--- src/rtl/pcpi_div_param.sv ---
// RV-M DIV/DIVU/REM/REMU coprocessor on PCPI: XLEN-bit restoring divider resolving BITS_PER_CYCLE quotient bits per cycle.
// Latency T+2+XLEN/BITS_PER_CYCLE (T+2 for divide-by-zero/overflow); no backpressure, dropping pcpi_valid aborts.
module pcpi_div_param #(
  parameter int XLEN           = 32,
  parameter int BITS_PER_CYCLE = 1
) (
  input  logic            clk,
  input  logic            resetn,
  input  logic            pcpi_valid,
  input  logic [31:0]     pcpi_insn,
  input  logic [XLEN-1:0] pcpi_rs1,
  input  logic [XLEN-1:0] pcpi_rs2,
  output logic            pcpi_wr,
  output logic [XLEN-1:0] pcpi_rd,
  output logic            pcpi_wait,
  output logic            pcpi_ready
);

  localparam int N  = XLEN / BITS_PER_CYCLE;
  localparam int CW = $clog2(N + 1);
  localparam int DW = 2 * XLEN - 1;
  localparam logic [XLEN-1:0] MIN_INT = {1'b1, {(XLEN-1){1'b0}}};

  typedef enum logic [1:0] {IDLE, SETUP, ITER, DONE} state_t;

  state_t          state;
  logic            is_rem;
  logic            is_signed;
  logic            outsign;
  logic [XLEN-1:0] dividend;
  logic [DW-1:0]   divisor;
  logic [XLEN-1:0] quotient;
  logic [XLEN-1:0] qmsk;
  logic [CW-1:0]   cnt;

  logic insn_match;
  assign insn_match = (pcpi_insn[6:0] == 7'b0110011) && (pcpi_insn[31:25] == 7'b0000001) && pcpi_insn[14];

  logic unused_insn;
  assign unused_insn = ^{pcpi_insn[24:15], pcpi_insn[11:7]};

  logic            rs1_neg, rs2_neg, div0, ovf;
  logic [XLEN-1:0] abs1, abs2, special;
  always_comb begin
    rs1_neg = is_signed & pcpi_rs1[XLEN-1];
    rs2_neg = is_signed & pcpi_rs2[XLEN-1];
    abs1    = rs1_neg ? -pcpi_rs1 : pcpi_rs1;
    abs2    = rs2_neg ? -pcpi_rs2 : pcpi_rs2;
    div0    = (pcpi_rs2 == '0);
    ovf     = is_signed && (pcpi_rs1 == MIN_INT) && (pcpi_rs2 == {XLEN{1'b1}});
    // Divide-by-zero takes precedence over overflow.
    if (div0)
      special = is_rem ? pcpi_rs1 : {XLEN{1'b1}};
    else
      special = is_rem ? '0 : MIN_INT;
  end

  logic [XLEN-1:0] nx_dividend, nx_quot, nx_msk, result;
  logic [DW-1:0]   nx_divisor;
  always_comb begin
    nx_dividend = dividend;
    nx_divisor  = divisor;
    nx_quot     = quotient;
    nx_msk      = qmsk;
    for (int i = 0; i < BITS_PER_CYCLE; i++) begin
      if (nx_divisor <= {{(XLEN-1){1'b0}}, nx_dividend}) begin
        nx_dividend = nx_dividend - nx_divisor[XLEN-1:0];
        nx_quot     = nx_quot | nx_msk;
      end
      nx_divisor = nx_divisor >> 1;
      nx_msk     = nx_msk >> 1;
    end
    if (is_rem)
      result = outsign ? -nx_dividend : nx_dividend;
    else
      result = outsign ? -nx_quot : nx_quot;
  end

  always_ff @(posedge clk or negedge resetn) begin
    if (!resetn) begin
      state      <= IDLE;
      is_rem     <= 1'b0;
      is_signed  <= 1'b0;
      outsign    <= 1'b0;
      dividend   <= '0;
      divisor    <= '0;
      quotient   <= '0;
      qmsk       <= '0;
      cnt        <= '0;
      pcpi_wr    <= 1'b0;
      pcpi_ready <= 1'b0;
      pcpi_wait  <= 1'b0;
      pcpi_rd    <= '0;
    end else begin
      pcpi_wr    <= 1'b0;
      pcpi_ready <= 1'b0;
      case (state)
        IDLE: begin
          if (pcpi_valid && insn_match) begin
            is_rem    <= pcpi_insn[13];
            is_signed <= !pcpi_insn[12];
            pcpi_wait <= 1'b1;
            state     <= SETUP;
          end
        end
        SETUP: begin
          if (!pcpi_valid) begin
            pcpi_wait <= 1'b0;
            state     <= IDLE;
          end else begin
            dividend <= abs1;
            divisor  <= {abs2, {(XLEN-1){1'b0}}};
            quotient <= '0;
            qmsk     <= MIN_INT;
            outsign  <= is_rem ? rs1_neg : (rs1_neg ^ rs2_neg);
            cnt      <= CW'(N);
            if (div0 || ovf) begin
              pcpi_rd    <= special;
              pcpi_wr    <= 1'b1;
              pcpi_ready <= 1'b1;
              pcpi_wait  <= 1'b0;
              state      <= DONE;
            end else begin
              state <= ITER;
            end
          end
        end
        ITER: begin
          if (!pcpi_valid) begin
            pcpi_wait <= 1'b0;
            state     <= IDLE;
          end else begin
            dividend <= nx_dividend;
            divisor  <= nx_divisor;
            quotient <= nx_quot;
            qmsk     <= nx_msk;
            cnt      <= cnt - CW'(1);
            // The last iteration's steps feed the result directly so ready lands in DONE.
            if (cnt == CW'(1)) begin
              pcpi_rd    <= result;
              pcpi_wr    <= 1'b1;
              pcpi_ready <= 1'b1;
              pcpi_wait  <= 1'b0;
              state      <= DONE;
            end
          end
        end
        DONE:    state <= IDLE;
        default: state <= IDLE;
      endcase
    end
  end

endmodule
--- config.mk ---
export PLATFORM = sky130hd
export DESIGN_NAME = pcpi_div_param
export DESIGN_NICKNAME = d
export VERILOG_FILES = /design/src/rtl/pcpi_div_param.sv
export SDC_FILE = /design/constraint.sdc
export NUM_CORES = 1
export LEC_CHECK = 0
export ABC_AREA = 0
export BUFFER_PORTS_ARGS = -buffer_cell sky130_fd_sc_hd__buf_2
export CORE_UTILIZATION = 58
export DETAILED_ROUTE_END_ITERATION = 7
export PLACE_DENSITY = 0.84
export SLEW_MARGIN = 5
export SYNTH_ARGS = -nofsm -noshare
export SYNTH_HDL_FRONTEND = slang
export SYNTH_SLANG_ARGS = --single-unit
export TNS_END_PERCENT = 5
--- constraint.sdc ---
create_clock -name clk -period 5.3 [get_ports clk]
set_clock_uncertainty 0.2 [all_clocks]
set_input_delay 1.06 -clock clk [delete_from_list [all_inputs] [get_ports clk]]
set_output_delay 1.06 -clock clk [all_outputs]
set_load 0.1 [all_outputs]
# Word-level counts from Yosys, hierarchy flattened
# Cells that the tools add are included.
op_classes:
  addsub: 6
  magnitude_cmp: 1
  n_eq_ne: 15
  n_mux: 48
  n_bitwise: 4
  reduce_logical: 17
op_table:
  columns: ["op", "count"]
  rows:
  - ["32-bit two-way mux", 20]
  - ["32-bit case mux with 2 select lines", 4]
  - ["32-bit negator", 4]
  - ["63-bit two-way mux", 2]
  - ["63-bit case mux with 2 select lines", 1]
  - ["32-bit == test (second input constant)", 2]
  - ["63-bit by 32-bit less-or-equal comparator with 1-bit output", 1]
  - ["32-bit logical NOT", 1]
  - ["32-bit OR", 1]
  - ["32-bit subtractor", 1]
  - ["6-bit two-way mux", 2]
  - ["6-bit case mux with 2 select lines", 1]
  - ["1-bit two-way mux", 11]
  - ["2-bit != test (second input constant)", 5]
  - ["2-bit two-way mux", 4]
  - ["2-bit case mux with 4 select lines", 1]
  - ["7-bit by 1-bit == test with 1-bit output (second input constant)", 1]
  - ["7-bit by 6-bit == test with 1-bit output (second input constant)", 1]
  - ["6-bit by 1-bit == test with 1-bit output (second input constant)", 1]
  - ["3-bit != test (second input constant)", 2]
  - ["2-bit AND reduction", 3]
  - ["6-bit by 1-bit subtractor with 6-bit output (second input constant)", 1]
  - ["1-bit logical AND", 5]
  - ["5-bit AND reduction", 1]
  - ["other kinds (13)", 15]
totals:
  reg_bits: 204
  input_bits: 99
  output_inout_bits: 35
  elab_cells: 103

# Depth between registers and ports, before layout
logic_depth:
  ltp_word: 8
  mapped_depth: 22
  depth_no_buf: 18

# Worst setup path after synthesis
# Ideal clock, no wire load.
synth_timing:
  path_kind: "reg2reg"
  start: "register dividend[6]"
  end: "register pcpi_rd[30]"
  setup_time_ps: 141
  arrival_ps: 4194
  required_time_ps: 4959
  path_slack_ps: 765
  stages_incl_launch_ff: 23
  path_buffers: 5
  period_less_slack_ps: 4535
  path_cell_list: "dfrtp_1 inv_1 ha_1 buf_2 nand4_1 nor4_4 nand4b_2 a21bo_1 a31o_1 buf_6 clkbuf_1 clkbuf_1 buf_2 a21oi_1 ha_1 inv_1 nor3_1 mux2_2 and2_1 nand4_1 o31ai_1 xnor2_1 o221ai_1"
synth_between:
  elab_chain_cells: 8
  elab_cells_between_ends: 12
  cone_classes: "3 x add/sub; 1 x order compare; 8 x mux"
synth_rtl:
  columns: ["item", "line", "rtl"]
  rows:
  - ["from (decl)", "30", "logic [XLEN-1:0] dividend;"]
  - ["from (signal assigned)", "111", "dividend <= abs1;"]
  - ["from (signal assigned)", "133", "dividend <= nx_dividend;"]
  - ["63-bit by 32-bit less-or-equal comparator with 1-bit output / 32-bit subtractor (equally long branches)", "66, 67", null]
  - ["32-bit two-way mux", "66", "if (nx_divisor <= {{(XLEN-1){1'b0}}, nx_dividend}) begin"]
  - ["32-bit negator, on equally long branches", "76, 74", null]
  - ["32-bit two-way mux, on equally long branches", "76, 74", null]
  - ["32-bit two-way mux (*)", "73", "if (is_rem)"]
  - ["32-bit two-way mux (*)", "139", "if (cnt == CW'(1)) begin"]
  - ["32-bit two-way mux (*)", "129", "if (!pcpi_valid) begin"]
  - ["32-bit case mux with 2 select lines (*)", "97", "case (state)"]
  - ["to (signal assigned)", "118", "pcpi_rd <= special;"]
  - ["to (signal assigned)", "140", "pcpi_rd <= result;"]
  - ["to (decl)", "14", "output logic [XLEN-1:0] pcpi_rd,"]
# Every way passes the cells marked *; elsewhere a longest branch is shown, timed or not. The select of a mux whose other input is x is not followed.
# A chain may end at the register's enable or synchronous reset.

# Final worst setup path
layout_timing:
  start: "register dividend[4]"
  end: "register pcpi_rd[18]"
# Same word-level chain as after synthesis.

==> flow_summary_export.csv <==
group,metric,value,unit
layout,layout_common_cells,"a21oi_1 (216), dfrtp_1 (203), o21ai_0 (202), nand2_1 (197), nor2_1 (187)",
layout,final_common_cell,"a21oi_1",
run_status,status,"completed",
route,vias,16540,
worst_setup_path,critical_path.max_stage_delay,0.56,ns
pwr,power.density,530.4,nW/um2
route,drt_iter0_drc,1865,
layout,seqCellArea,5106,um2
cts,clock_latency,0.55,ns
die,die-area,28000,um2
pwr,total_power,0.009411,W
synth,synth_edf_count,0,
timing,relSlewSlack,0.3743,
worst_setup_path,critPathBufInv,4,
die,std_cell_rows,60,
synth,syn_area_per_cell,7.848,um2
die,die_w,167.3,um
cts,path_clk_slew,0.06,ns
worst_setup_path,cp_data_required_time,5.49,ns
worst_setup_path,critPathTopFamily,"compound AO/OA/AOI/OAI gates",
layout,fillers,2304,
min_path,hp-start,"pcpi_rd[2]",
cts,clock-sinks,204,
cts,htreeDepth,1,
place,port_buffers,118,
cts,clockBufferDepth,3,
cts,cts_root_buffer,"clkbuf_16",
synth,postSynth.asyncResetShare,1.000,
timing,hold_viol,0,
cts,post_cts_buffers,0,
synth,synth_seq_cells,204,
route,wire_per_inst,21.61,um
layout,multi_input_area,9905,um2
route,dr.pass1.iters,6,
die,ios,134,
cts,cts_hold_buf,0,
layout,finalNetCount,2279,
timing,finalSetupViolCount,0,
global_route,grt_use_total,0.3753,
timing,tightest_slew,0.9357,ns
timing,fmax,193.9,MHz
worst_setup_path,crit_fanout,7,
layout,syn2layout_area_growth,11.91,%
route,ant_nets,0,
route,drt_wl_total,53280,um
pwr,leakage,7.616,nW
worst_setup_path,cp_slowest_cell,"o311ai_1",
cts,numCtsBuffers,24,
route,drt-vias-per-instance,6.707,
worst_setup_path,crit_type,"reg2reg",
worst_setup_path,worstPathArrival,5.35,ns
pwr,vdd_drop_max,0.3525,mV
timing,fin_tns_setup,0,ns
global_route,antenna_found_initial,3,
timing,slew_viol_final,0,
layout,drive_gt1_frac,0.1268,
timing,period_share,0.9731,
min_path,min_path_type,"reg2reg",
synth,synth-seq-area-share,0.3220,
worst_setup_path,start_kind,"flip-flop",
die,start_util,0.5899,
die,fp.dieH,167.3,um
synth,yosys_warnings,0,
die,coreArea,26880,um2
place,place_ws,0.4032,ns
global_route,grt_pass1_wl,83560,um
synth,synth_cell_types,93,
worst_setup_path,end_kind,"flip-flop",
global_route,grt_max_degree,88,
global_route,grt_overflow,0,
timing,rsz0062_at_grt,"no",
worst_setup_path,path_cells,"inv_1, ha_1, a211oi_1, nor2_1, o311ai_1, nand4_1, a31oi_4, a21oi_1, ha_1, and4_1, nor3b_1, buf_4, and3_1, o41ai_1, buf_4, a21oi_1, a21oi_1, buf_4, o21ai_0",
global_route,grt_pass1_vias,15620,
timing,fin_crit,5.157,ns
synth,netlist_area,15850,um2
synth,syn_inst,2020,
cts,tritoncts,"yes",
place,hpwl,39210,um
route,drc,0,
synth,ys.flop_type,"dfrtp_1",
worst_setup_path,worstSetupStartpoint,"dividend[4]",
worst_setup_path,reg2reg_from,"dividend[4]",
synth,syn_nets,2194,
timing,setup_ws,0.1428,ns
cts,cts_resized,0,
flow_run,maxCapViolations,0,
place,globalplace.congestion,0.9700,
==> per-layer routing <==
metal | part of all wire | global-route usage
met5 | 0.00024 | 0
met4 | 0.055 | 0.1879
met3 | 0.099 | 0.06736
met2 | 0.46 | 0.6141
met1 | 0.39 | 0.4780
==> metrics by stage <==
step           utilization  instance area (um2)  std cells  hold WS [ns]
6_report            0.6601                17740       2466        0.2985
5_1_grt             0.6599                17730       2463        0.3311
4_1_cts             0.6599                17730       2463        0.2959
3_5_place_dp        0.6299                16930       2420        0.2742
3_3_place_gp        0.6299                16930       2420        0.2644
2_1_floorplan            -                15850       2020        0.2633
==> registers in the layout, indices dropped and copies added (netlist names) <==
signal / count
divisor: 63
dividend: 32
pcpi_rd: 32
qmsk: 32
quotient: 32
cnt: 6
state: 2
is_rem: 1
is_signed: 1
outsign: 1
pcpi_ready: 1
pcpi_wait: 1
==> kinds of logic (layout without fill, tap and decap cells) <==
| kind of cell | after synthesis | in the layout | synth area share |
|---|---|---|---|
| AOI/OAI and AO/OA | 732 | 732 | 0.2880 |
| and+or+nand+nor | 657 | 657 | 0.1982 |
| buffers and inverters | 220 | 322 | 0.05580 |
| DFF | 204 | 204 | 0.3220 |
| xor gates and xnor gates | 108 | 108 | 0.05966 |
| adders and majority gates | 75 | 75 | 0.05966 |
| muxes | 24 | 24 | 0.01665 |
| other | 0 | 3 | 0 |
==> tightest hold or removal path: stages (launching register included) <==
cell and delay (ns):
dfrtp_1 0.35, nand2_1 0.06, nand2_1 0.06
==> layout make-up <==
class	count	area share
Clock buffer	36	0.03977
Antenna cell	3	0.0004231
Inverter	94	0.01989
Timing Repair Buffer	185	0.06425
Clock inverter	7	0.005571
Tap cell	341	0.02405
Sequential cell	204	0.2878
Multi-Input combinational cell	1596	0.5583
==> worst paths after layout <==
kind                                     to  slack [ns]  cells after the start
worst max register to register  pcpi_rd[18]        0.14                     19
min in group asynchronous           qmsk[8]        0.36                      1
worst min-delay path             pcpi_rd[2]        0.30                      2
worst min register to register   pcpi_rd[2]        0.30                      2
max in group asynchronous       divisor[30]        3.45                      2
worst max-delay path            pcpi_rd[18]        0.14                     19
==> power by group <==
part	internal [W]	total, W	switching, W
clock network	0.00101	0.00171	0.000696
registers	0.00194	0.00230	0.000362
logic	0.00162	0.00540	0.00378
==> cell usage after synthesis, types with 14 or more instances <==
cell      count  area share
mux2i_1      14      0.0088
ha_1         74       0.058
o22ai_1      39       0.015
o211ai_1     27       0.013
nand3_1      35       0.011
clkbuf_1     75       0.018
a31oi_1      25      0.0099
o21ai_0     203       0.064
nand4_1      27       0.011
inv_1        92       0.022
a211oi_1     23       0.011
nor3_1       56       0.018
nand2_1     198       0.047
a22o_1       33       0.018
dfrtp_1     204        0.32
o31ai_1      31       0.015
or3_1        25      0.0099
nor2_1      189       0.045
a21oi_1     216       0.068
buf_2        35       0.011
xor2_1       59       0.033
nor4_1       33       0.013
o21ai_1      15      0.0047
xnor2_1      49       0.027
No activity file was read; power rests on OpenSTA's default activity.
